File: src/rtl/result_readback.sv
// Result buffer reader: fetches word_count 4-bit results from SRAM (one per word),
// packs four nibbles per 16-bit output word and streams them over valid/ready.
module result_readback #(
    parameter int ADDR_W = 12,
    parameter int DATA_W = 16,
    parameter int CNT_W  = 12
) (
    input  logic              clk,
    input  logic              reset,
    input  logic              start,
    input  logic [ADDR_W-1:0] base_addr,
    input  logic [CNT_W-1:0]  word_count,
    output logic              busy,
    output logic              done,
    output logic [ADDR_W-1:0] rdr_sram_read_address,
    input  logic [DATA_W-1:0] sram_rdr_read_data,
    output logic [DATA_W-1:0] out_data,
    output logic              out_valid,
    input  logic              out_ready,
    output logic [2:0]        dbg_state
);

    // out_valid/out_data follow valid/ready: a word transfers on any rising edge where
    // both are high; while out_valid is high and out_ready low, out_data and the
    // address stay frozen, and out_valid only drops after a transfer (or reset).
    typedef enum logic [2:0] {
        S_IDLE = 3'd0,
        S_READ = 3'd1,
        S_WAIT = 3'd2,
        S_EMIT = 3'd3,
        S_DONE = 3'd4
    } state_t;

    state_t              r_state;
    logic [ADDR_W-1:0]   r_addr;
    logic [CNT_W-1:0]    r_remaining;
    logic [1:0]          r_nib_idx;
    logic [DATA_W-1:0]   r_pack;
    logic [DATA_W-1:0]   r_out_data;
    logic                r_out_valid;
    logic                r_busy;
    logic                r_done;

    logic [DATA_W-1:0]   w_pack_next;
    logic                w_last_nib;
    logic [DATA_W-5:0]   w_unused_hi;

    // Only the low nibble of each result word carries data.
    assign w_unused_hi = sram_rdr_read_data[DATA_W-1:4];

    always_comb begin
        w_pack_next = r_pack;
        w_pack_next[{r_nib_idx, 2'b00} +: 4] = sram_rdr_read_data[3:0];
    end

    // The word closes when its fourth slot fills or the job runs out of nibbles.
    assign w_last_nib = (r_nib_idx == 2'd3) || (r_remaining == CNT_W'(1));

    always_ff @(posedge clk or posedge reset) begin
        if (reset) begin
            r_state     <= S_IDLE;
            r_addr      <= '0;
            r_remaining <= '0;
            r_nib_idx   <= '0;
            r_pack      <= '0;
            r_out_data  <= '0;
            r_out_valid <= 1'b0;
            r_busy      <= 1'b0;
            r_done      <= 1'b0;
        end else begin
            r_done <= 1'b0;
            case (r_state)
                S_IDLE: begin
                    if (start) begin
                        r_addr      <= base_addr;
                        r_remaining <= word_count;
                        r_nib_idx   <= '0;
                        r_pack      <= '0;
                        r_busy      <= 1'b1;
                        if (word_count == '0) begin
                            r_state <= S_DONE;
                            r_done  <= 1'b1;
                        end else begin
                            r_state <= S_READ;
                        end
                    end
                end
                S_READ: begin
                    r_state <= S_WAIT;
                end
                S_WAIT: begin
                    r_pack      <= w_pack_next;
                    r_addr      <= r_addr + ADDR_W'(1);
                    r_remaining <= r_remaining - CNT_W'(1);
                    r_nib_idx   <= r_nib_idx + 2'd1;
                    if (w_last_nib) begin
                        r_state     <= S_EMIT;
                        r_out_valid <= 1'b1;
                        r_out_data  <= w_pack_next;
                    end else begin
                        r_state <= S_READ;
                    end
                end
                S_EMIT: begin
                    if (out_ready) begin
                        r_out_valid <= 1'b0;
                        r_out_data  <= '0;
                        r_pack      <= '0;
                        r_nib_idx   <= '0;
                        if (r_remaining == '0) begin
                            r_state <= S_DONE;
                            r_done  <= 1'b1;
                        end else begin
                            r_state <= S_READ;
                        end
                    end
                end
                S_DONE: begin
                    r_busy  <= 1'b0;
                    r_state <= S_IDLE;
                end
                default: begin
                    r_state <= S_IDLE;
                end
            endcase
        end
    end

    assign busy                  = r_busy;
    assign done                  = r_done;
    assign rdr_sram_read_address = r_addr;
    assign out_data              = r_out_data;
    assign out_valid             = r_out_valid;
    assign dbg_state             = r_state;

endmodule

File: config.mk
export PLATFORM = sky130hd
export DESIGN_NAME = result_readback
export DESIGN_NICKNAME = d
export VERILOG_FILES = /design/src/rtl/result_readback.sv
export SDC_FILE = /design/constraint.sdc
export NUM_CORES = 1
export LEC_CHECK = 0
export CORE_ASPECT_RATIO = 0.6
export CORE_MARGIN = 3
export CORE_UTILIZATION = 55
export CTS_BUF_LIST = sky130_fd_sc_hd__clkbuf_2 sky130_fd_sc_hd__clkbuf_4 sky130_fd_sc_hd__clkbuf_8
export CTS_CLUSTER_SIZE = 25
export DETAILED_ROUTE_END_ITERATION = 8
export PLACE_DENSITY = 0.87
export SYNTH_ARGS = -nofsm -noshare
export SYNTH_HDL_FRONTEND = slang
export SYNTH_SLANG_ARGS = --single-unit
File: constraint.sdc
create_clock -name clk -period 5.56 [get_ports clk]
set_clock_uncertainty 0.2 [all_clocks]
set_input_delay 1.112 -clock clk [delete_from_list [all_inputs] [get_ports clk]]
set_output_delay 1.112 -clock clk [all_outputs]
set_load 0.02 [all_outputs]
==> reports/summary.txt <==
====================================================================================
Buffers and inverters on the worst path                                            0
Net Sw Frac                                                                    40.8%
Flip-flop and latch area                                                  1600 sq um
EDFF count, synth                                                                  0
Count of final hold-check violations                                               0
Via/cell ratio                                                                  6.18
Class of the most critical setup path                                     reg -> reg
Largest net degree at the start of global routing                                 65
Power after layout                                                           2.18 mW
Cells along the critical path                                           or4_1 > o41ai_4 > a21boi_2 > a22o_1
Final core utilization                                                         77.1%
Post-layout min period                                                       3.11 ns
Maximum net fanout on the critical path                                           16
Layout cell share with drive strength beyond 1                                 6.92%
Post-CTS Resized                                                                   0
Full die area                                                             6830 sq um
Wire length of the first global-routing pass                               13,300 um
Area used by multi-input combinational logic                              1500 sq um
Port Buffer Count                                                                 65
Total Routing Usage GR                                                         24.9%
Clock Tree Buf Depth                                                               2
Setup TNS                                                                       0 ns
Result of the run                                                          completed
Total standard cell area after synthesis                                  3210 sq um
Worst endpoint data arrival time                                             3.13 ns
Detailed-routing iteration count for the pre-antenna-repair pass                   5
Number of buffers inserted for hold repair after clock tree synthesis              0
Top cell type's share of synthesized area                                      49.8%
Grt ovf                                                                            0
Delay of the slowest cell on the worst path                                  0.89 ns
Met3 usage                                                                     6.48%
Met1 track demand over resource                                                36.4%
Clock slew seen by the registers of the worst setup and hold paths           0.07 ns
Part of the total power dissipated in combinational logic                      43.3%
Remaining antenna violation count                                                  0
Layout fillers                                                                   361
Launching point of the worst reg2reg path                               r_remaining[4]$_DFFE_PP0P_
Primary FF master, synth                                                     dfrtp_1
Relative slew slack                                                            40.9%
Unrepaired setup endpoints after global routing                                   no
Type of the worst min-delay path                                          reg -> reg
Number of violations of the max-capacitance limit                                  0
Total number of nets in the final design                                         438
Mean post-synth cell area                                                 9.95 sq um
TritonCTS buffer count                                                             9
End of the worst register-to-register path                              out_data[12]$_DFFE_PP0P_
Critical path capture point type                                                flop
Share of synthesized registers carrying an async set or reset                   100%
Post-Synthesis Cells                                                             323
Power spent charging and discharging nets                                     890 uW
Fraction of the yosys area taken by sequential cells                           49.8%
Initial antenna violation count                                                    0
Synthesized netlist net count                                                    376
Portion of total power attributed to sequential cells                          35.9%
Power per unit of standard cell area                                     528 nW/um^2
Post-DP HPWL                                                                 5770 um
Synth area leaders                                                      dfrtp_1 (50%), a22o_1 (4.9%), nor2_1 (3.6%)
Clock tree from TritonCTS                                                        yes
Site row count                                                                    20
Placer Congestion                                                              0.914
Vias post-DR                                                                   2,888
Synth area leader                                                            dfrtp_1
Average wire per standard cell                                               17.9 um
Final antenna diode count                                                          0
Area Growth Syn to Fin                                                         28.5%
Depth of the worst register-to-register path                                       4
Slew @ Worst Pin                                                            0.883 ns
Starting DRC count in detailed routing                                           253
Root buf cell                                                               clkbuf_8
Number of global-route vias before repair                                      2,694
Final routed DRC violation total                                                   0
Height of the die                                                            65.2 um
Internal Power                                                               1.29 mW
Most congested layer reported by global routing                                 met1
Yosys warns                                                                        0
Flop-to-flop setup slack                                                     2.45 ns
Slowest cell on the critical path                                            o41ai_4
Required time of the worst setup path                                        5.58 ns
Final critical-path share of the clock period                                  55.9%
Launching element of the worst setup path                               r_remaining[4]$_DFFE_PP0P_
Final slew viol count                                                              0
Global Route met2 Usage                                                        35.9%
Endpoint of the worst hold path                                         r_pack[9]$_DFFE_PP0P_
Clock network power share                                                      20.8%
Die extent in x                                                               105 um
Maximum clock frequency                                                      322 MHz
Number of top-level pins                                                          78
Number of sinks driven by the clock tree                                          64
Post-detailed-routing wire length                                            8370 um
Maximum vdd drop                                                          0.000318 V
Kind of start point of the critical path                                        flop
Core ar.                                                                  5360 sq um
Cells on Worst Hold Path                                                           1
CTS HTree Levels                                                                   3
Starting density of the core                                                   60.0%
Hold Startpoint                                                         r_pack[9]$_DFFE_PP0P_
Final setup violation count                                                        0
Synth cell types                                                                  49
Worst-skew pair later-pin latency                                            0.34 ns
Leakage dissipation                                                          1.86 nW
# Post-CTS Setup Buffers                                                           0
Largest delay contributor family on the critical path                   compound AO/OA/AOI/OAI gates
Post-synthesis sequential element count                                           64
====================================================================================
## kinds of logic after synthesis
| logic type | after synthesis | synth area share (%) |
|---|---|---|
| flip-flops | 64 | 49.8 |
| adder cells (fa/ha/maj) | 9 | 3.50 |
| XOR/XNOR | 1 | 0.273 |
| AND/OR/NAND/NOR | 114 | 18.0 |
| buffers and inverters | 27 | 3.46 |
| AO/OA/AOI/OAI | 108 | 25.0 |
## per-layer routing
metal / share of wire, % / wire length [um]
met2: 42 / 3540
met4: 1.5 / 129
met5: 0 / 0
met3: 7.8 / 649
met1: 48 / 4050
## worst reg2reg max path: stages (launching register included)
cell and delay, ns:
dfrtp_1 0.43, or4_1 0.73, o41ai_4 0.89, a21boi_2 0.40, a22o_1 0.34
## cell usage after synthesis (7+ instances only)
library cell and instances:
nor2_1 31, clkbuf_1 12, a22oi_1 7, inv_1 11, a22o_1 18, nor4_1 11, o21ai_0 10, ha_1 9
nor2b_1 9, a21o_1 13, nand2_1 25, dfrtp_1 64, nor3_1 8, a21oi_1 20, nand3_1 11
## worst max path at each step
stage,end,slack (ns),depth (start not counted)
after floorplan,busy$_DFFE_PP0P_,2.65,1
after global placement,rdr_sram_read_address[2]$_DFFE_PP0P_,2.45,3
after detailed placement,rdr_sram_read_address[2]$_DFFE_PP0P_,2.41,3
after CTS,out_data[6]$_DFFE_PP0P_,2.48,4
after global routing,out_data[10]$_DFFE_PP0P_,2.27,4
final,out_data[12]$_DFFE_PP0P_,2.45,4
## placed cells by master, fill, tap and decap left out, types with 5 or more instances in the layout
cell type and instances:
nor4_1 11, nand3_1 11, a22oi_1 7, nor3_1 8, nand2_1 25, nor2b_1 9
nor2_1 31, ha_1 9, a21oi_1 20, clkdlybuf4s50_1 65, inv_1 10, o22ai_1 6
a21o_1 13, dfrtp_1 64, clkbuf_8 10, a22o_1 18, o21ai_0 10, a311oi_1 5
## registers in the layout, indices dropped and copies added, names as in the netlist
signal,cells
done,1
r_remaining,12
dbg_state,3
out_valid,1
rdr_sram_read_address,12
busy,1
r_nib_idx,2
out_data,16
r_pack,16
## through the flow
| step | area [sq um] | hold WS (ns) | cells | worst slack (ns) |
|---|---|---|---|---|
| 2_1_floorplan | 3210 | 0.242 | 323 | 2.65 |
| 3_3_place_gp | 3910 | 0.250 | 451 | 2.45 |
| 3_5_place_dp | 3910 | 0.257 | 451 | 2.41 |
| 4_1_cts | 4130 | 0.273 | 467 | 2.48 |
| 5_1_grt | 4130 | 0.300 | 467 | 2.27 |
| 6_report | 4130 | 0.273 | 467 | 2.45 |
## power groups by stage
| stage | logic [mW] | registers (mW) | clock network (mW) |
|---|---|---|---|
| final | 0.945 | 0.785 | 0.454 |
| after global routing | 1.03 | 0.804 | 0.477 |
| after CTS | 0.940 | 0.779 | 0.453 |
| after detailed placement | 0.934 | 0.783 | 0 |
| after global placement | 0.906 | 0.778 | 0 |
| after floorplan | 0.548 | 0.829 | 0 |
## cell type report
cell class,count,area share (%)
Tap cell,77,2.33
Timing Repair Buffer,67,16.1
Clock buffer,13,3.88
Multi-Input combinational cell,232,36.3
Sequential cell,64,38.8
Inverter,11,0.999
Clock inverter,3,1.57
No activity file was read; power rests on OpenSTA's default activity.
